**src/rtl/interleaver_pkg.sv**
```systemverilog
// Shared defaults, FSM state encodings and the per-bank block descriptor
// for the QPP interleaver ping-pong controller.
package interleaver_pkg;

  localparam int ADDR_W_DEF = 13;
  localparam int MIN_K_DEF  = 40;
  localparam int MAX_K_DEF  = 6144;

  typedef enum logic {
    W_IDLE,
    W_FILL
  } wr_state_e;

  typedef enum logic [1:0] {
    R_IDLE,
    R_PRIME,
    R_DRAIN
  } rd_state_e;

  // Block descriptor at the default address width.
  typedef struct packed {
    logic [ADDR_W_DEF:0]   k;
    logic [ADDR_W_DEF-1:0] f1;
    logic [ADDR_W_DEF-1:0] f2;
  } blk_desc_t;

endpackage

```
**src/rtl/qpp_addr_gen.sv**
```systemverilog
// Incremental QPP address generator: pi(i+1) = pi(i) + g(i), g(i+1) = g(i) + 2*f2,
// every step reduced mod K with a single conditional subtract.
module qpp_addr_gen #(
  parameter int ADDR_W = 13
) (
  input  logic              clk_i,
  input  logic              reset_i,
  input  logic [ADDR_W:0]   k_i,
  input  logic [ADDR_W-1:0] f1_i,
  input  logic [ADDR_W-1:0] f2_i,
  input  logic              init_i,
  input  logic              step_i,
  output logic [ADDR_W-1:0] addr_o
);

  logic [ADDR_W:0] pi_q, pi_d;
  logic [ADDR_W:0] g_q, g_d;
  logic [ADDR_W:0] s_q, s_d;

  // Operands are already below K, so their sum is below 2K.
  function automatic logic [ADDR_W:0] mod_add(input logic [ADDR_W:0] a,
                                              input logic [ADDR_W:0] b,
                                              input logic [ADDR_W:0] k);
    logic [ADDR_W+1:0] sum;
    sum = {1'b0, a} + {1'b0, b};
    if (sum >= {1'b0, k}) sum = sum - {1'b0, k};
    return sum[ADDR_W:0];
  endfunction

  always_comb begin
    pi_d = pi_q;
    g_d  = g_q;
    s_d  = s_q;
    if (init_i) begin
      pi_d = '0;
      g_d  = mod_add({1'b0, f1_i}, {1'b0, f2_i}, k_i);
      s_d  = mod_add({1'b0, f2_i}, {1'b0, f2_i}, k_i);
    end else if (step_i) begin
      pi_d = mod_add(pi_q, g_q, k_i);
      g_d  = mod_add(g_q, s_q, k_i);
    end
  end

  always_ff @(posedge clk_i) begin
    if (reset_i) begin
      pi_q <= '0;
      g_q  <= '0;
      s_q  <= '0;
    end else begin
      pi_q <= pi_d;
      g_q  <= g_d;
      s_q  <= s_d;
    end
  end

  assign addr_o = pi_q[ADDR_W-1:0];

endmodule

```
**src/rtl/interleaver_ctrl.sv**
```systemverilog
// Ping-pong QPP interleaver controller: sequential writes into one RAM bank
// while the other bank is read back in QPP order through an RD_LAT valid pipe.
module interleaver_ctrl
  import interleaver_pkg::*;
#(
  parameter int ADDR_W = ADDR_W_DEF,
  parameter int MIN_K  = MIN_K_DEF,
  parameter int MAX_K  = MAX_K_DEF,
  parameter int RD_LAT = 1
) (
  input  logic              clk_i,
  input  logic              reset_i,
  input  logic              start_i,
  input  logic              in_valid_i,
  output logic              in_ready_o,
  input  logic [ADDR_W:0]   blk_len_i,
  input  logic [ADDR_W-1:0] f1_i,
  input  logic [ADDR_W-1:0] f2_i,
  output logic              wr_en_o,
  output logic              wr_bank_o,
  output logic [ADDR_W-1:0] wr_addr_o,
  output logic              rd_en_o,
  output logic              rd_bank_o,
  output logic [ADDR_W-1:0] rd_addr_o,
  output logic              out_valid_o,
  output logic              out_last_o,
  output logic              done_o,
  output logic              err_o
);

  typedef struct packed {
    logic [ADDR_W:0]   k;
    logic [ADDR_W-1:0] f1;
    logic [ADDR_W-1:0] f2;
  } desc_t;

  localparam logic [ADDR_W:0]   K_MIN = MIN_K[ADDR_W:0];
  localparam logic [ADDR_W:0]   K_MAX = MAX_K[ADDR_W:0];
  localparam logic [ADDR_W:0]   ONE_K = {{ADDR_W{1'b0}}, 1'b1};
  localparam logic [ADDR_W-1:0] ONE_A = {{(ADDR_W-1){1'b0}}, 1'b1};

  wr_state_e         wr_state_q, wr_state_d;
  rd_state_e         rd_state_q, rd_state_d;
  logic [1:0]        full_q, full_d;
  logic              wr_bank_q, wr_bank_d;
  logic              rd_bank_q, rd_bank_d;
  logic [ADDR_W-1:0] wr_addr_q, wr_addr_d;
  logic [ADDR_W:0]   rd_idx_q, rd_idx_d;
  desc_t             desc_q [2];
  logic [RD_LAT-1:0] vld_pipe_q, last_pipe_q;

  logic  accept, len_ok, desc_load, rd_last, gen_init, gen_step;
  desc_t rd_desc;

  assign in_ready_o = !full_q[wr_bank_q];
  assign accept     = in_valid_i && in_ready_o;
  assign len_ok     = (blk_len_i >= K_MIN) && (blk_len_i <= K_MAX);
  assign rd_desc    = desc_q[rd_bank_q];

  always_comb begin
    wr_state_d = wr_state_q;
    rd_state_d = rd_state_q;
    full_d     = full_q;
    wr_bank_d  = wr_bank_q;
    rd_bank_d  = rd_bank_q;
    wr_addr_d  = wr_addr_q;
    rd_idx_d   = rd_idx_q;
    wr_en_o    = 1'b0;
    err_o      = 1'b0;
    rd_en_o    = 1'b0;
    desc_load  = 1'b0;
    gen_init   = 1'b0;
    gen_step   = 1'b0;
    rd_last    = 1'b0;

    case (wr_state_q)
      W_IDLE: begin
        if (accept && start_i) begin
          if (len_ok) begin
            desc_load  = 1'b1;
            wr_en_o    = 1'b1;
            wr_addr_d  = ONE_A;
            wr_state_d = W_FILL;
          end else begin
            err_o = 1'b1;
          end
        end
      end
      W_FILL: begin
        if (accept) begin
          wr_en_o = 1'b1;
          if ({1'b0, wr_addr_q} == desc_q[wr_bank_q].k - ONE_K) begin
            full_d[wr_bank_q] = 1'b1;
            wr_bank_d         = !wr_bank_q;
            wr_addr_d         = '0;
            wr_state_d        = W_IDLE;
          end else begin
            wr_addr_d = wr_addr_q + ONE_A;
          end
        end
      end
      default: wr_state_d = W_IDLE;
    endcase

    // Write-side set and read-side clear always target different banks.
    case (rd_state_q)
      R_IDLE: begin
        if (full_q[rd_bank_q]) rd_state_d = R_PRIME;
      end
      R_PRIME: begin
        gen_init   = 1'b1;
        rd_idx_d   = '0;
        rd_state_d = R_DRAIN;
      end
      R_DRAIN: begin
        rd_en_o  = 1'b1;
        gen_step = 1'b1;
        if (rd_idx_q == rd_desc.k - ONE_K) begin
          rd_last           = 1'b1;
          full_d[rd_bank_q] = 1'b0;
          rd_bank_d         = !rd_bank_q;
          rd_state_d        = R_IDLE;
        end else begin
          rd_idx_d = rd_idx_q + ONE_K;
        end
      end
      default: rd_state_d = R_IDLE;
    endcase
  end

  always_ff @(posedge clk_i) begin
    if (reset_i) begin
      wr_state_q  <= W_IDLE;
      rd_state_q  <= R_IDLE;
      full_q      <= '0;
      wr_bank_q   <= 1'b0;
      rd_bank_q   <= 1'b0;
      wr_addr_q   <= '0;
      rd_idx_q    <= '0;
      desc_q[0]   <= '0;
      desc_q[1]   <= '0;
      vld_pipe_q  <= '0;
      last_pipe_q <= '0;
    end else begin
      wr_state_q <= wr_state_d;
      rd_state_q <= rd_state_d;
      full_q     <= full_d;
      wr_bank_q  <= wr_bank_d;
      rd_bank_q  <= rd_bank_d;
      wr_addr_q  <= wr_addr_d;
      rd_idx_q   <= rd_idx_d;
      if (desc_load) desc_q[wr_bank_q] <= '{k: blk_len_i, f1: f1_i, f2: f2_i};
      vld_pipe_q[0]  <= rd_en_o;
      last_pipe_q[0] <= rd_last;
      for (int i = 1; i < RD_LAT; i++) begin
        vld_pipe_q[i]  <= vld_pipe_q[i-1];
        last_pipe_q[i] <= last_pipe_q[i-1];
      end
    end
  end

  qpp_addr_gen #(
    .ADDR_W(ADDR_W)
  ) u_addr_gen (
    .clk_i  (clk_i),
    .reset_i(reset_i),
    .k_i    (rd_desc.k),
    .f1_i   (rd_desc.f1),
    .f2_i   (rd_desc.f2),
    .init_i (gen_init),
    .step_i (gen_step),
    .addr_o (rd_addr_o)
  );

  assign wr_bank_o   = wr_bank_q;
  assign wr_addr_o   = wr_addr_q;
  assign rd_bank_o   = rd_bank_q;
  assign out_valid_o = vld_pipe_q[RD_LAT-1];
  assign out_last_o  = last_pipe_q[RD_LAT-1];
  assign done_o      = last_pipe_q[RD_LAT-1];

endmodule
```
**config.mk**
```make
export PLATFORM = sky130hd
export DESIGN_NAME = interleaver_ctrl
export DESIGN_NICKNAME = d
export VERILOG_FILES = /design/src/rtl/interleaver_pkg.sv /design/src/rtl/qpp_addr_gen.sv /design/src/rtl/interleaver_ctrl.sv
export SDC_FILE = /design/constraint.sdc
export NUM_CORES = 1
export LEC_CHECK = 0
export CAP_MARGIN = 20
export CORE_UTILIZATION = 53
export CTS_CLUSTER_DIAMETER = 120
export CTS_CLUSTER_SIZE = 10
export DETAILED_ROUTE_END_ITERATION = 7
export PLACE_DENSITY = 0.76
export SLEW_MARGIN = 15
export SYNTH_ARGS = -nofsm -noshare
export SYNTH_HDL_FRONTEND = slang
export SYNTH_SLANG_ARGS = --single-unit
```
**constraint.sdc**
```tcl
create_clock -name clk_i -period 10.9 [get_ports clk_i]
set_clock_uncertainty 0.05 [all_clocks]
set_input_delay 1.635 -clock clk_i [delete_from_list [all_inputs] [get_ports clk_i]]
set_output_delay 1.635 -clock clk_i [all_outputs]
set_load 0.005 [all_outputs]
```
; Word-level counts from Yosys, hierarchy flattened
; Memories as Yosys holds them, arrays and structs flattened. A register that Yosys moved wholly into a read port is not among the register bits.
; Index checks and enable logic that the tools add are counted.
[totals]
register_bits = 78
mem_bits_rw = 80
inputBits = 44
output_inout_bits = 35
elab_cells = 124
memories = 1
[classes]
addsub = 12
n_lt_le_gt_ge = 10
n_eq_ne = 10
muxes = 55
bitwise = 5
n_reduce_logical = 19
[memory_table]
columns = memory, depth, width, read_ports, rd_ports_with_merged_regs, wr, line
row1 = desc_q, 2, 40, 2, 2, 2, interleaver_ctrl.sv:49  ; desc_t desc_q [2];
[ops]
columns = op, n
row1 = 14-bit 2-to-1 mux, 7
row2 = 15-bit by 14-bit greater-or-equal comparator with 1-bit output, 4
row3 = 14-bit subtractor, 4
row4 = 13-bit 2-to-1 mux, 4
row5 = 40-bit 2-to-1 mux, 1
row6 = 40-bit OR reduction, 1
row7 = 14-bit by 14-bit adder with 15-bit output, 2
row8 = 1-bit 2-to-1 mux, 29
row9 = 13-bit by 13-bit adder with 14-bit output, 2
row10 = 14-bit case mux with 2 select lines, 1
row11 = 14-bit by 1-bit subtractor with 14-bit output (second input constant), 2
row12 = 13-bit case mux with 2 select lines, 1
row13 = 14-bit by 1-bit adder with 14-bit output (second input constant), 1
row14 = 13-bit by 14-bit equality test with 1-bit output, 1
row15 = 14-bit equality test, 1
row16 = 14-bit by 6-bit greater-or-equal comparator with 1-bit output (second input constant), 1
row17 = 14-bit by 13-bit less-or-equal comparator with 1-bit output (second input constant), 1
row18 = 2-bit 2-to-1 mux, 7
row19 = 13-bit by 1-bit adder with 13-bit output (second input constant), 1
row20 = 2-bit != test (second input constant), 5
row21 = 2-bit case mux with 3 select lines, 1
row22 = 2-bit AND reduction, 3
row23 = 3-bit AND reduction, 2
row24 = 1-bit logical AND, 5
row25 = 15 further kinds, 24

; Logic depth before layout (Yosys ltp)
; Gate-level depths: netlist (run 1).
[depth]
depth_word = 12
depth_mapped = 26
depth_no_buf = 20

; By module
; A second synthesis (run 1) with hierarchy kept.
[hier_totals]
hier_cells = 1466
area_unflattened_um2 = 13211.4
[modules_own_cells]
columns = module, n_inst, cells_each, area_each_um2
row1 = interleaver_ctrl, 1, 647, 6829.0
row2 = qpp_addr_gen, 1, 819, 6382.4

; Worst setup path after synthesis (run 1)
; Ideal clock, no wire load.
[synth_path]
kind = input port to flip-flop
startpoint = in blk_len_i[6]
endpoint = mem desc_q[0][0] (netlist bit) (enable)
setup_time_ps = 493
arrival_ps = 5955
required_ps = 10357
path_slack_ps = 4403
path_stages = 7
path_buffers = 1
path_cell_list = or4_1 -> nor2_1 -> a31oi_1 -> a311o_1 -> or2_2 -> clkbuf_1 -> o21ai_0
[synth_rtl]
columns = item, line
row1 = from (decl), interleaver_ctrl.sv:16  ; input logic [ADDR_W:0] blk_len_i,
row2 = to (decl), interleaver_ctrl.sv:49

; Worst setup path in the final report (run 1)
[layout_path]
startpoint = in blk_len_i[6]
endpoint = out wr_en_o
[layout_via]
elab_chain_len = 5
elab_cells_between_ends = 6
[layout_lines]
columns = item, line
row1 = 14-bit by 6-bit greater-or-equal comparator with 1-bit output or 14-bit by 13-bit less-or-equal comparator with 1-bit output (tied branches), interleaver_ctrl.sv:57  ; assign len_ok = (blk_len_i >= K_MIN) && (blk_len_i <= K_MAX);
row2 = 1-bit logical AND *, interleaver_ctrl.sv:57
row3 = 1-bit 2-to-1 mux *, interleaver_ctrl.sv:79  ; if (len_ok) begin
row4 = 1-bit 2-to-1 mux *, interleaver_ctrl.sv:78  ; if (accept && start_i) begin
row5 = 1-bit case mux with 2 select lines *, interleaver_ctrl.sv:76  ; case (wr_state_q)
row6 = to (decl), interleaver_ctrl.sv:19  ; output logic wr_en_o,
; Mark *: on every way between the ends. The rest lies on a longest branch, timed or not.

==> results of run 1 <==
-- power groups by stage --
stage,combinational (uW),sequential (uW),clock (uW)
after floorplan,216,665,0
after global placement,284,667,0
after detailed placement,291,668,0
after CTS,295,654,610
after global routing,329,656,633
final,301,654,604
-- worst max-delay path, stage by stage --
cell	delay, ns
clkdlybuf4s50_1	0.42
or4_1	0.54
nor2_1	0.14
a31oi_1	0.09
a311o_1	0.40
or2_2	0.40
nand2_1	0.10
clkdlybuf4s50_1	0.50
-- through the flow --
stage / utilization / power [uW] / hold WS (ns) / cells / cell area, um2
6_report: 0.610 / 1560 / 0.457 / 1805 / 14400
5_1_grt: 0.610 / 1620 / 0.472 / 1805 / 14400
4_1_cts: 0.610 / 1560 / 0.451 / 1804 / 14400
3_5_place_dp: 0.585 / 959 / 0.440 / 1772 / 13800
3_3_place_gp: 0.585 / 951 / 0.432 / 1772 / 13800
2_1_floorplan: - / 881 / 0.382 / 1426 / 12800
-- final timing paths --
check	from	endpoint	slack (ns)
setup reg to reg	register	u_addr_gen.g_q[7]$_SDFFE_PP0P_	5.13
setup / recovery	blk_len_i[6]	wr_en_o	4.99
hold / removal	u_addr_gen.s_q[4]$_SDFFE_PP0P_	u_addr_gen.s_q[4]$_SDFFE_PP0P_	0.46
hold reg to reg	u_addr_gen.s_q[4]$_SDFFE_PP0P_	u_addr_gen.s_q[4]$_SDFFE_PP0P_	0.46
-- layout make-up --
| type | instances | area (um2) |
|---|---|---|
| Timing Repair Buffer | 94 | 901 |
| Clock buffer | 19 | 433 |
| Inverter | 39 | 146 |
| Tap cell | 319 | 399 |
| Clock inverter | 13 | 145 |
| Sequential cell | 160 | 4010 |
| Multi-Input combinational cell | 1161 | 8380 |
| Fill cell | 2046 | 9200 |
-- layout by cell type (no fill, tap or decap), types with 41 or more instances in the layout --
master           instances
xor2_1                  46
nor3_1                  41
xnor2_1                 72
nand2_1                 88
ha_1                   106
mux2i_1                 50
nor2_1                 111
clkdlybuf4s50_1         78
a21oi_1                108
o21ai_0                 72
dfxtp_1                 79
edfxtp_1                80
and2_1                  80
-- logic make-up after synthesis --
kind of cell / synth area share
AOI/OAI and AO/OA: 0.186
xor gates and xnor gates: 0.0818
adders and majority gates: 0.114
buffers and inverters: 0.0374
DFF: 0.312
muxes: 0.0730
other: 0.000292
and+or+nand+nor: 0.196
-- synth_stat cells (all sizes together) (9+ instances only) --
library cell	instances	area, um2
nor3	43	220
a21oi	108	541
nand4	14	87.6
o31ai	9	67.6
nor4	12	124
o211ai	20	150
o21a	17	128
and2	80	500
o21ai	74	370
edfxtp	80	2400
a211oi	31	243
and3	13	81.3
xor2	47	419
nor2b	13	81.3
nand2	88	330
xnor2	72	631
mux2	32	364
nor2	111	417
buf	30	199
nand2b	20	125
dfxtp	80	1600
a21o	24	180
nand3	29	145
a31oi	9	56.3
nor3b	14	105
ha	106	1330
inv	39	146
mux2i	54	573
clkbuf	36	135
-- sequential cells by signal (all words and copies together) (netlist names), named ones only --
signal           cells
u_addr_gen.g_q      14
u_addr_gen.s_q      14
u_addr_gen.pi_q     14
wr_state_q           1
done_o               1
desc_q              80
full_q               2
wr_addr_o           13
out_valid_o          1
rd_idx_q            14
rd_state_q           2
rd_bank_o            1
wr_bank_o            1
-- layer usage --
layer  part of all wire  vias to the layer above  global-route usage
met5                  0                        -                   0
met2               0.45                      352               0.430
met1               0.47                     5145               0.375
met3              0.056                       54              0.0356
met4              0.026                        0               0.101
li1                   -                     5354                   -
==> results by group, run 1 <==
Routing
  • WL/cell: 18.2 um
  • Antenna-violating nets left: 0
  • Post-route DRC violation count: 0
  • WL final: 32.9 mm
  • Vias post-DR: 10900
  • First DRT Iteration DRCs: 986
  • TritonRoute pass-1 iters: 7
  • Drt via density: 6.04

Clock network
  • CTS tree: done
  • H-tree depth: 4
  • Clock latency on the worst-skew pair: around 0.44 ns
  • Postcts setup bufs: 0
  • CTS root buffer: clkbuf_16
  • CTS Buf Count: 17
  • CTS resizes: 0
  • Cts hold-fix bufs: 0
  • CTS Buffer Depth: 2
  • CTS clock-pin slew for the worst setup and hold paths: 0.06 ns
  • Clock Sinks: between 150 and 200

Floorplanning
  • Die X-Extent: 158 um
  • Starting density of the core: 0.544
  • IO Count: 79
  • Core area: approximately 24000 um2
  • Die Area: between 20000 and 25000 um2
  • Die Height: approximately 160 um
  • Row Count: 56

Setup path
  • Critical Path Sink Type: primary output
  • Worst-path fanout max: 6
  • Worst Path Arrival: 4.23 ns
  • R2R depth: 20
  • Critical path type: in2out
  • Worst path required time: just over 9 ns
  • Crit path launch type: input port

GRT
  • First-pass GRT wire length: 51.8 mm
  • Vias in the first global route: between 9000 and 10000
  • Largest net degree at the start of global routing: 54
  • Overall routing resource usage: 0.271
  • Initial antenna violation count: 0
  • Gr ovfl total: 0

Flow run
  • Max_cap viols: 0

Layout
  • Layout cells sized above 1: 0.0774
  • Final nets: approximately 1600
  • N_diodes: 0
  • Syn-to-layout area delta: 12.2%

Power
  • Comb pwr share: 0.193
  • Clock power frac: 0.387
  • Sw Ratio: 0.299
  • Pint: 1090 uW
  • Static leakage power: 0.00568 uW
  • P_sw: between 400 and 500 uW
  • Sequential share of power: 0.420
  • Worst VDD drop: about 160 uV
  • PwrDens: 108 nW/um2

Synth
  • Synth Register Bits: 160
  • Warning count from the yosys run: 0
  • FFs w/ async S/R, synth: 0
  • Synth unique cells: 82
  • Post-synth EDFFs: 80
  • Top FF cell, synth: edfxtp_1
  • Post-Syn Area: 12800 um2
  • Post-Syn Area per Cell: about 9 um2
  • Mapped Cells: around 1400
  • Post-synthesis sequential area ratio: 0.312

STA
  • Final Hold Viols: 0
  • Minimum clock period: between 5 and 6 ns
  • Worst-margin pin slew: 1.21 ns
  • Final Slew Violations: 0
  • Max Clock Freq: 0.169 GHz
  • Unrepaired setup endpoints after global routing: false
  • Final Setup Violations: 0
  • Setup WS post-layout: 4.99 ns
  • Max-slew headroom at the worst pin: 0.170
  • Final Cycle Share: 0.542
  • Setup_tns: 0 ns

Worst hold path
  • Hold Path Class: reg2reg
  • Worst hold stages: 2

Placement
  • DP Wirelength: approximately 24 mm
  • RD Place Congestion: 0.972
  • Port bufs: between 70 and 80
  • Pre-CTS setup slack: 4.96 ns

Status
  • Status: completed
(Power assumes the default switching activity.)
==> run 2, diff against run 1 <==
==> constraint.sdc (replaced) <==
create_clock -name clk_i -period 5.6 [get_ports clk_i]
set_clock_uncertainty 0.05 [all_clocks]
set_input_delay 0.84 -clock clk_i [delete_from_list [all_inputs] [get_ports clk_i]]
set_output_delay 0.84 -clock clk_i [all_outputs]
set_load 0.005 [all_outputs]
==> results by group, run 2 (synthesis results as in run 1) <==
STA
  • Minimum clock period: 5.02 ns
  • Final Setup Violations: 0 (unchanged)
  • Final Slew Violations: 0 (unchanged)
  • Worst-margin pin slew: 1.15 ns (was 1.21 ns)
  • Max Clock Freq: around 0.2 GHz
  • Max-slew headroom at the worst pin: 0.212 (was 0.170)
  • Setup_tns: 0 ns (unchanged)
  • Unrepaired setup endpoints after global routing: false (unchanged)
  • Final Cycle Share: 0.896
  • Final Hold Viols: 0 (unchanged)

Power
  • PwrDens: 210 nW/um2 (was 108 nW/um2)
  • Static leakage power: 0.00574 uW (was 0.00568 uW)
  • Worst VDD drop: 204 uV (was 161 uV)

Routing
  • WL final: 33.4 mm (was 32.9 mm)
  • Vias post-DR: 10900 (about the same)
  • Drt via density: 5.99 (was 6.04)
  • Post-route DRC violation count: 0 (unchanged)
  • First DRT Iteration DRCs: 859 (was 986)
  • Antenna-violating nets left: 0 (unchanged)
  • WL/cell: 18.4 um (was 18.2 um)
  • TritonRoute pass-1 iters: 7 (unchanged)

Clock network
  • H-tree depth: 4 (unchanged)
  • CTS clock-pin slew for the worst setup and hold paths: 0.07 ns (was 0.06 ns)
  • CTS root buffer: clkbuf_16 (unchanged)
  • Clock Sinks: 160 (unchanged)
  • Clock latency on the worst-skew pair: 0.46 ns (was 0.44 ns)
  • CTS Buffer Depth: 2 (unchanged)
  • CTS Buf Count: 17 (unchanged)
  • CTS tree: done (unchanged)

Setup path
  • Cell breakdown of the critical path: mux2i_1, inv_1, ha_1, fa_1, a211oi_1, o21ai_0, a31oi_1, o21bai_1, a21oi_1, xnor2_1, ha_1, nand2_1, o21ai_0, o21ba_2, a21o_1, o21a_2, o311ai_0, o211ai_1, a21oi_1 (was clkdlybuf4s50_1, or4_1, nor2_1, a31oi_1, a311o_1, or2_2, nand2_1, clkdlybuf4s50_1)
  • R2R depth: 19 (was 20)
  • Worst path top cell family by delay: compound AO/OA/AOI/OAI gates (was simple AND/OR/NAND/NOR gates)
  • WP buf/inv: 1 (was 2)
  • Slowest cell on the critical path: dfxtp_2 (was or4_1)
  • Critical Path Stages: 19 (was 8)
  • Critical path type: reg2reg (was in2out)
  • Crit path launch type: register (was input port)
  • Worst Path Arrival: 5.34 ns (was 4.23 ns)
  • Slowest stage delay, CP: 0.44 ns (was 0.54 ns)
  • Worst path required time: 5.92 ns (was 9.22 ns)
  • R2R Setup Slk: 0.58 ns (was 5.13 ns)
  • Worst-path fanout max: 15 (was 6)
  • Critical Path Sink Type: register (was primary output)

Layout
  • Layout cells sized above 1: 0.0849 (was 0.0774)
  • Final nets: 1640 (was 1630)
  • Commonest non-fill, non-tap cells in the layout: 111 x nor2_1, 108 x a21oi_1, 106 x ha_1 (unchanged)
  • Max FFs per register: 80 (unchanged)
  • Final std cells w/o fill: 1815 (was 1805)
  • Syn-to-layout area delta: 12.9% (was 12.2%)
  • N_diodes: 0 (unchanged)
  • Top reg by flops: desc_q (unchanged)
  • Most common cell after layout, fill and taps aside: nor2_1 (unchanged)

GRT
  • Gr ovfl total: 0 (unchanged)
  • Overall routing resource usage: 0.277 (was 0.271)
  • Initial antenna violation count: 0 (unchanged)
  • First-pass GRT wire length: 52.7 mm (was 51.8 mm)
  • Met2 usage: 0.430 (about the same)
  • Gr busiest metal: met2 (unchanged)
  • Largest net degree at the start of global routing: 47 (was 54)
  • GRT met1 Usage: 0.387 (was 0.375)
  • Vias in the first global route: 10000 (was 9976)
  • Grt met3 use: 0.0449 (was 0.0356)

Floorplanning
  • Die X-Extent: 158 um (unchanged)
  • IO Count: 79 (unchanged)
  • Die Area: 24900 um2 (unchanged)
  • Core area: 23600 um2 (unchanged)
  • Starting density of the core: 0.544 (unchanged)
  • Die Height: 158 um (unchanged)
  • Row Count: 56 (unchanged)

Placement
  • Port bufs: 78 (unchanged)
  • DP Wirelength: 24.9 mm (was 24.2 mm)
  • # placed instances: 1782 (was 1772)
  • RD Place Congestion: 0.931 (was 0.972)

Flow run
  • Max_cap viols: 0 (unchanged)

Status
  • Status: completed (unchanged)

Worst hold path
  • Hold Path Class: reg2reg (unchanged)
  • Worst hold stages: 2 (unchanged)
==> run 2: tightest hold or removal path, delay by kind of cell (launching register included) <==
kind | cells | cell delay (ns)
simple gates | 1 | 0.06
flops | 1 | 0.33
compound gates | 1 | 0.06
==> run 2: repair_timing <==
| item | 4_1_cts | 5_1_grt |
|---|---|---|
| buffers inserted | 0 | 0 |
| hold buffers | 0 | 0 |
| resized for setup | 0 | 2 |
| endpoints found under the setup margin | 0 | 5 |
==> run 2: cell type report <==
cell class	instances	area, um2
clock inverters	15	156
multi-input cells	1161	8380
clock buffers	17	425
well taps	319	399
repair buffers	104	990
fillers	2068	9110
flip-flops and latches	160	4010
inverters	39	146
==> run 2: stage by stage <==
stage	setup WS, ns	total power [uW]	instance area, um2	util	hold slack, ns
after floorplan	0.135	1710	12800	-	0.382
after global placement	0.476	1870	13900	0.589	0.412
after detailed placement	0.427	1880	13900	0.589	0.437
after CTS	0.347	3040	14500	0.614	0.451
after global routing	0.179	3160	14500	0.614	0.478
final	0.580	3040	14500	0.614	0.449
==> run 2: final timing paths <==
check | from | end
worst min-delay path | rd_state_q[1]$_SDFFE_PP0P_ | rd_state_q[1]$_SDFFE_PP0P_
worst max-delay path | register | u_addr_gen.g_q[3]$_SDFFE_PP0P_
worst max register to register | register | u_addr_gen.g_q[3]$_SDFFE_PP0P_
worst min register to register | rd_state_q[1]$_SDFFE_PP0P_ | rd_state_q[1]$_SDFFE_PP0P_
==> run 2: where the power goes <==
| part | internal [uW] | switching (uW) | total, uW |
|---|---|---|---|
| Clock | 597 | 582 | 1180 |
| Combinational | 249 | 344 | 592 |
| Sequential | 1250 | 18.9 | 1270 |
| Total | 2100 | 945 | 3040 |
==> run 2: per-layer routing <==
layer | vias up | part of all wire | routed length, um
met4 | 0 | 0.031 | 1020
met3 | 53 | 0.058 | 1950
met1 | 5116 | 0.47 | 15600
li1 | 5371 | - | -
met5 | - | 0 | 0
met2 | 338 | 0.44 | 14800
==> run 3, diff against run 2 <==
--- a/config.mk
+++ b/config.mk
@@ -6,11 +6,12 @@
 export NUM_CORES = 1
 export LEC_CHECK = 0
 export CAP_MARGIN = 20
+export CORE_ASPECT_RATIO = 1.2
 export CORE_UTILIZATION = 53
 export CTS_CLUSTER_DIAMETER = 120
 export CTS_CLUSTER_SIZE = 10
 export DETAILED_ROUTE_END_ITERATION = 7
-export PLACE_DENSITY = 0.76
+export PLACE_DENSITY = 0.79
 export SLEW_MARGIN = 15
 export SYNTH_ARGS = -nofsm -noshare
 export SYNTH_HDL_FRONTEND = slang
==> constraint.sdc (replaced) <==
create_clock -name clk_i -period 4.1 [get_ports clk_i]
set_clock_uncertainty 0.05 [all_clocks]
set_input_delay 0.615 -clock clk_i [delete_from_list [all_inputs] [get_ports clk_i]]
set_output_delay 0.615 -clock clk_i [all_outputs]
set_load 0.005 [all_outputs]
==> results by group, run 3 (synthesis results as in run 1) <==
STA
  • Final Hold Viols: 0 (unchanged)
  • Max-slew headroom at the worst pin: 0.500 (was 0.212)
  • Final Slew Violations: 0 (unchanged)
  • Final Cycle Share: 1.06 (was 0.896)
  • Minimum clock period: 4.36 ns (was 5.02 ns)
  • Setup WS post-layout: -0.258 ns (was 0.580 ns)
  • Worst-margin pin slew: 0.747 ns (was 1.15 ns)
  • Unrepaired setup endpoints after global routing: true (was false)
  • Minimum hold slack: 0.446 ns (was 0.449 ns)
  • Final Setup Violations: 14 (was 0)
  • Max Clock Freq: 0.229 GHz (was 0.199 GHz)

Power
  • Worst VDD drop: 363 uV (was 204 uV)
  • Pwr Total: 4500 uW (was 3040 uW)
  • Static leakage power: 0.00679 uW (was 0.00574 uW)
  • PwrDens: 274 nW/um2 (was 210 nW/um2)

GRT
  • Gr ovfl total: 0 (unchanged)
  • Vias in the first global route: 11600 (was 10000)
  • Overall routing resource usage: 0.306 (was 0.277)
  • Initial antenna violation count: 0 (unchanged)
  • Largest net degree at the start of global routing: 41 (was 47)
  • First-pass GRT wire length: 58.3 mm (was 52.7 mm)

Layout
  • Max FFs per register: 80 (unchanged)
  • Final nets: 1823 (was 1640)
  • Multi-input combinational cell area: 8780 um2 (was 8380 um2)
  • Most common cell after layout, fill and taps aside: buf_4 (was nor2_1)
  • # fillers: 1902 (was 2068)
  • Final std cells w/o fill: 1999 (was 1815)
  • Sequential Area: 4010 um2 (about the same)
  • Syn-to-layout area delta: 28.0% (was 12.9%)
  • Commonest non-fill, non-tap cells in the layout: 190 x buf_4, 110 x nor2_1, 99 x ha_1 (was 111 x nor2_1, 108 x a21oi_1, 106 x ha_1)
  • Layout cells sized above 1: 0.220 (was 0.0849)
  • Top reg by flops: desc_q (unchanged)
  • N_diodes: 0 (unchanged)

Floorplanning
  • IO Count: 79 (unchanged)
  • Row Count: 62 (was 56)
  • Die Height: 172 um (was 158 um)
  • Die Area: 24900 um2 (about the same)
  • Core area: 23900 um2 (was 23600 um2)
  • Die X-Extent: 144 um (was 158 um)
  • Starting density of the core: 0.537 (was 0.544)

Setup path
  • Crit path launch type: register (unchanged)
  • Worst path top cell family by delay: compound AO/OA/AOI/OAI gates (unchanged)
  • Slowest cell on the critical path: dfxtp_4 (was dfxtp_2)
  • R2R Setup Slk: -0.26 ns (was 0.58 ns)
  • Reg-to-reg endpoint: u_addr_gen.g_q[7]$_SDFFE_PP0P_ (was u_addr_gen.g_q[3]$_SDFFE_PP0P_)
  • Slowest stage delay, CP: 0.41 ns (was 0.44 ns)
  • Critical Path Sink Type: register (unchanged)
  • Worst Path Arrival: 4.67 ns (was 5.34 ns)
  • WP buf/inv: 2 (was 1)
  • Cell breakdown of the critical path: buf_4, mux2_4, ha_4, a211oi_2, nor2_1, nor4_1, a21oi_1, a211oi_2, a211o_1, xnor2_1, ha_1, nand4_1, o41ai_2, a21oi_1, o21a_4, buf_12, nor2_2, a21oi_1, mux2_4, a211oi_2 (was mux2i_1, inv_1, ha_1, fa_1, a211oi_1, o21ai_0, a31oi_1, o21bai_1, a21oi_1, xnor2_1, ha_1, nand2_1, o21ai_0, o21ba_2, a21o_1, o21a_2, o311ai_0, o211ai_1, a21oi_1)
  • R2R depth: 20 (was 19)
  • Critical path type: reg2reg (unchanged)
  • Worst path required time: 4.42 ns (was 5.92 ns)
  • Worst-path fanout max: 10 (was 15)

Clock network
  • Clock Sinks: 160 (unchanged)
  • Cts hold-fix bufs: 0 (unchanged)
  • CTS clock-pin slew for the worst setup and hold paths: 0.06 ns (was 0.07 ns)
  • H-tree depth: 4 (unchanged)
  • CTS Buf Count: 17 (unchanged)
  • Clock latency on the worst-skew pair: 0.45 ns (was 0.46 ns)
  • CTS Buffer Depth: 2 (unchanged)
  • CTS tree: done (unchanged)
  • CTS root buffer: clkbuf_16 (unchanged)

Routing
  • TritonRoute pass-1 iters: 6 (was 7)
  • Post-route DRC violation count: 0 (unchanged)
  • WL/cell: 18.7 um (was 18.4 um)
  • First DRT Iteration DRCs: 911 (was 859)
  • WL final: 37.4 mm (was 33.4 mm)
  • Vias post-DR: 12000 (was 10900)
  • Antenna-violating nets left: 0 (unchanged)
  • Drt via density: 5.99 (about the same)

Flow run
  • Max_cap viols: 0 (unchanged)

Placement
  • Pre-CTS setup slack: -0.405 ns (was 0.427 ns)
  • DP Wirelength: 27.9 mm (was 24.9 mm)
  • # placed instances: 1948 (was 1782)
  • Port bufs: 78 (unchanged)
  • RD Place Congestion: 0.969 (was 0.931)

Worst hold path
  • Hold Crit Endpoint: u_addr_gen.s_q[6]$_SDFFE_PP0P_ (was rd_state_q[1]$_SDFFE_PP0P_)
  • Worst hold stages: 2 (unchanged)
  • Hold_sp: u_addr_gen.s_q[6]$_SDFFE_PP0P_ (was rd_state_q[1]$_SDFFE_PP0P_)
  • Hold Path Class: reg2reg (unchanged)

Status
  • Failing checks: negative setup slack
  • Status: finished, violations left (was completed)
[run 3: repair_timing]
item	in CTS	in global routing
pin swaps	25	33
endpoints found under the setup margin	33	38
resized for setup	39	46
cloned	2	0
setup buffers	6	10
[run 3: through the flow]
stage / TNS, ns / cell area, um2 / util
floorplan: -6.04 / 13000 / -
global placement: -4.24 / 15300 / 0.640
detailed placement: -5.98 / 15300 / 0.640
CTS: -2.48 / 16100 / 0.675
global route: -5.17 / 16400 / 0.688
finish: -2.57 / 16400 / 0.688
[run 3: worst min-delay path: cells and delay by family, from the launching register on]
family           cells  cell delay [ns]
AO/OA/AOI/OAI        1             0.06
flip-flops           1             0.32
AND/OR/NAND/NOR      1             0.06
[run 3: worst max path at each step]
stage             start  cells after the start  slack, ns                        endpoint
3_3_place_gp   register                     19      -0.27  u_addr_gen.g_q[4]$_SDFFE_PP0P_
4_1_cts        register                     19      -0.26  u_addr_gen.g_q[7]$_SDFFE_PP0P_
2_1_floorplan  register                     25      -0.47  u_addr_gen.g_q[0]$_SDFFE_PP0P_
3_5_place_dp   register                     17      -0.41  u_addr_gen.g_q[4]$_SDFFE_PP0P_
6_report       register                     20      -0.26  u_addr_gen.g_q[7]$_SDFFE_PP0P_
5_1_grt        register                     19      -0.41  u_addr_gen.g_q[4]$_SDFFE_PP0P_
[run 3: routing by layer]
metal / up-vias / wire (um) / track usage / part of all wire
li1: 5736 / - / - / -
met1: 5723 / 15500 / 0.379 / 0.42
met2: 425 / 18200 / 0.524 / 0.49
met3: 94 / 2040 / 0.0382 / 0.055
met4: 0 / 1600 / 0.150 / 0.043
met5: - / 0 / 0 / 0
[run 3: layout make-up]
type                    count  share of cell area
repair buffers            287               0.152
multi-input cells        1161               0.534
flip-flops and latches    160               0.244
well taps                 320              0.0244
clock inverters             8             0.00624
clock buffers              24              0.0307
inverters                  39             0.00914
[run 3: power by group]
group          leakage (uW)  switching (uW)  total, uW  internal, uW
clock              0.000295             669       1650           985
combinational       0.00502             575       1110           532
sequential          0.00148            27.6       1740          1710
total               0.00679            1270       4500          3230
==> variant, RTL diff (config.mk and constraints of run 3) <==
Encoding of `rd_state_e`: now one-hot (3 bits for 3 states).
--- a/src/rtl/interleaver_pkg.sv
+++ b/src/rtl/interleaver_pkg.sv
@@ -12,8 +12,8 @@
   } wr_state_e;
 
-  typedef enum logic [1:0] {
-    R_IDLE,
-    R_PRIME,
-    R_DRAIN
+  typedef enum logic [2:0] {
+    R_IDLE  = 3'b001,
+    R_PRIME = 3'b010,
+    R_DRAIN = 3'b100
   } rd_state_e;
 
Check against the original RTL: no difference found for any inputs over 10 cycles, from zero or initial values and one cycle with reset_i high; not proved beyond that.
==> variant against run 3 <==
  * The run still ends with setup timing left
  * Area after synthesis up 1.6%
  * First-iteration DRC count up 6.6%
  * Wire length up 2.1%
  * Total power up 1.1%
  * Final area up 0.27%
  * Final cell count down 0.95%
  * Worst setup slack better by 34 ps
  * Count of clock-buffer cells in the layout down 3
  * Sequential cell count up 1
  * Critical endpoint is now u_addr_gen.g_q[8]$_SDFFE_PP0P_
  * Largest cell class unchanged
==> variant: results (changes against run 3) <==
Top Metal Used met4; internal power 3232 uW (+0.10%); clk slew on worst S/H paths 70 ps; EDFF count, synth 80 (unchanged); sequential fraction of the synthesis area 0.3086 (-0.003282); largest register by flop count desc_q; hold path depth 1 (-1); Synth area leaders edfxtp_1 (18%), dfxtp_1 (12%), ha_1 (9.9%); endpoints failing setup 15 (+1); R2R depth 16 (-20%); fraction of layout cells with a size suffix above 1 0.2187 (-0.001695); failing checks setup timing; wire length on met1 15.83 mm (+1.9%); Leakage 0.006677 uW (-1.7%); 1st-iter DRT viols 971 (+6.6%); status finished with violations; antenna violations before repair 0 (unchanged); post-place setup slack -346.1 ps (+59.04 ps); diode count 0 (unchanged); Least-Margin Pin Slew 866.4 ps (+119.2 ps); largest fanout on the critical path 6 (-4); CTS Buf Count 17 (unchanged); crit path DAT 4610 ps (-60 ps); Ys Warns 0 (unchanged); total track usage 0.3014 (-0.004927); WL met3 2.177 mm (+6.5%); Largest register FFs 80 (unchanged); Root Driver clkbuf_16; most instantiated cells after synthesis ha_1 (103), nor2_1 (100), a21oi_1 (93); ys flop type dfxtp_1; port bufs 78 (unchanged); clk_lat worst skew 440 ps; H-tree depth 4 (unchanged); GP Congestion 0.9302 (-4.0%); Worst Setup Slack, final -224.4 ps (+33.51 ps); met2 wire length 18.14 mm (-0.41%); HPWL after DPL 27.99 mm (+0.17%); Fin Setup TNS -2198 ps (+368.1 ps); largest net degree at the start of global routing 44 (+7.3%); Async SR Flop Fraction 0 (unchanged); HP Start u_addr_gen.pi_q[13]$_SDFFE_PP0P_; fin. max-slew vios 0 (unchanged); VDD IR max 0.0003432 V (-5.4%); Vias 12.11k (+1.1%); Pre-antenna DRT Iters 5 (-1); Nets 1801 (-1.2%); placed cell areas 0.01517 sq mm (-0.72%); WL final 38.19 mm (+2.1%); clock buffer depth 2 (unchanged); first-pass GRT wire length 60.23 mm (+3.2%); WS Path Type flip-flop to flip-flop; Hold WC Path Type flip-flop to flip-flop; number of distinct library cells after synthesis 82 (unchanged)
[variant: cell count changes after synthesis, sizes merged, moves of 9 or more]
cell   change
a21oi     -14
inv       +11
nand2     -17
nand3     +20
nor2      -11
nor3b      -9
o31ai     +11
or3        +9
xor2      -16
[variant: cell type report]
class	instances	area [sq um]
Multi-Input combinational cell	1162	9011
Fill cell	1852	7570
Sequential cell	161	4034
Timing Repair Buffer	255	2220
Clock buffer	21	481.7
Tap cell	320	400.4
Inverter	50	191.4
Clock inverter	11	140.1
[variant: routing by layer]
layer,track usage,vias up
li1,-,5804
met1,0.3774,5743
met2,0.5032,451
met3,0.04053,114
met4,0.1627,0
met5,0,-
[variant: worst paths after layout]
kind,to,slack [ps]
max,u_addr_gen.g_q[8]$_SDFFE_PP0P_,-220
max reg2reg,u_addr_gen.g_q[8]$_SDFFE_PP0P_,-220
min,u_addr_gen.pi_q[13]$_SDFFE_PP0P_,440
min reg2reg,u_addr_gen.pi_q[13]$_SDFFE_PP0P_,440
[variant: kinds of logic (layout without fill, tap and decap cells)]
logic type               after synthesis  in the layout  share of synthesized area
XOR/XNOR                             107            107                    0.07292
AND/OR/NAND/NOR                      465            465                     0.1895
AO/OA/AOI/OAI                        388            388                     0.2019
adder cells (fa/ha/maj)              110            110                     0.1096
other                                  1              2                  0.0002876
multiplexers                          90             90                    0.07532
flip-flops                           161            161                     0.3086
buffers and inverters                116            337                    0.04193
[variant: per-stage QoR]
stage | total power (uW) | std cells | hold slack (ps)
detailed placement | 2762 | 1923 | 419.9
floorplan | 2393 | 1439 | 381.5
CTS | 4502 | 1967 | 436.1
global route | 4719 | 1980 | 462.9
finish | 4549 | 1980 | 437.8
global placement | 2735 | 1923 | 408.2
[variant: power by group through the flow]
stage	Combinational [uW]	Clock [uW]	Sequential [uW]
after floorplan	615	0	1780
after global placement	954	0	1780
after detailed placement	979	0	1780
after CTS	1050	1710	1750
after global routing	1190	1780	1750
final	1110	1700	1750
[variant: timing repair]
item | 4_1_cts | 5_1_grt
endpoints found under the setup margin | 41 | 41
hold buffers | 0 | 0
gates cloned | 0 | 1
buffers inserted | 12 | 13
gates resized for setup | 45 | 61
pin swaps | 23 | 42
hold endpoints to repair | 0 | 0
[variant: critical path, cell delays in order (launching register included)]
cell,delay [ps]
dfxtp_4,410
mux2_4,330
ha_4,170
fa_2,360
a21oi_2,170
o21ai_2,80
o41a_1,370
a211o_1,310
a21oi_2,140
nor2_1,60
ha_1,300
nand4_1,140
o41ai_4,460
o22ai_4,190
buf_4,170
mux2_4,290
o211a_1,200
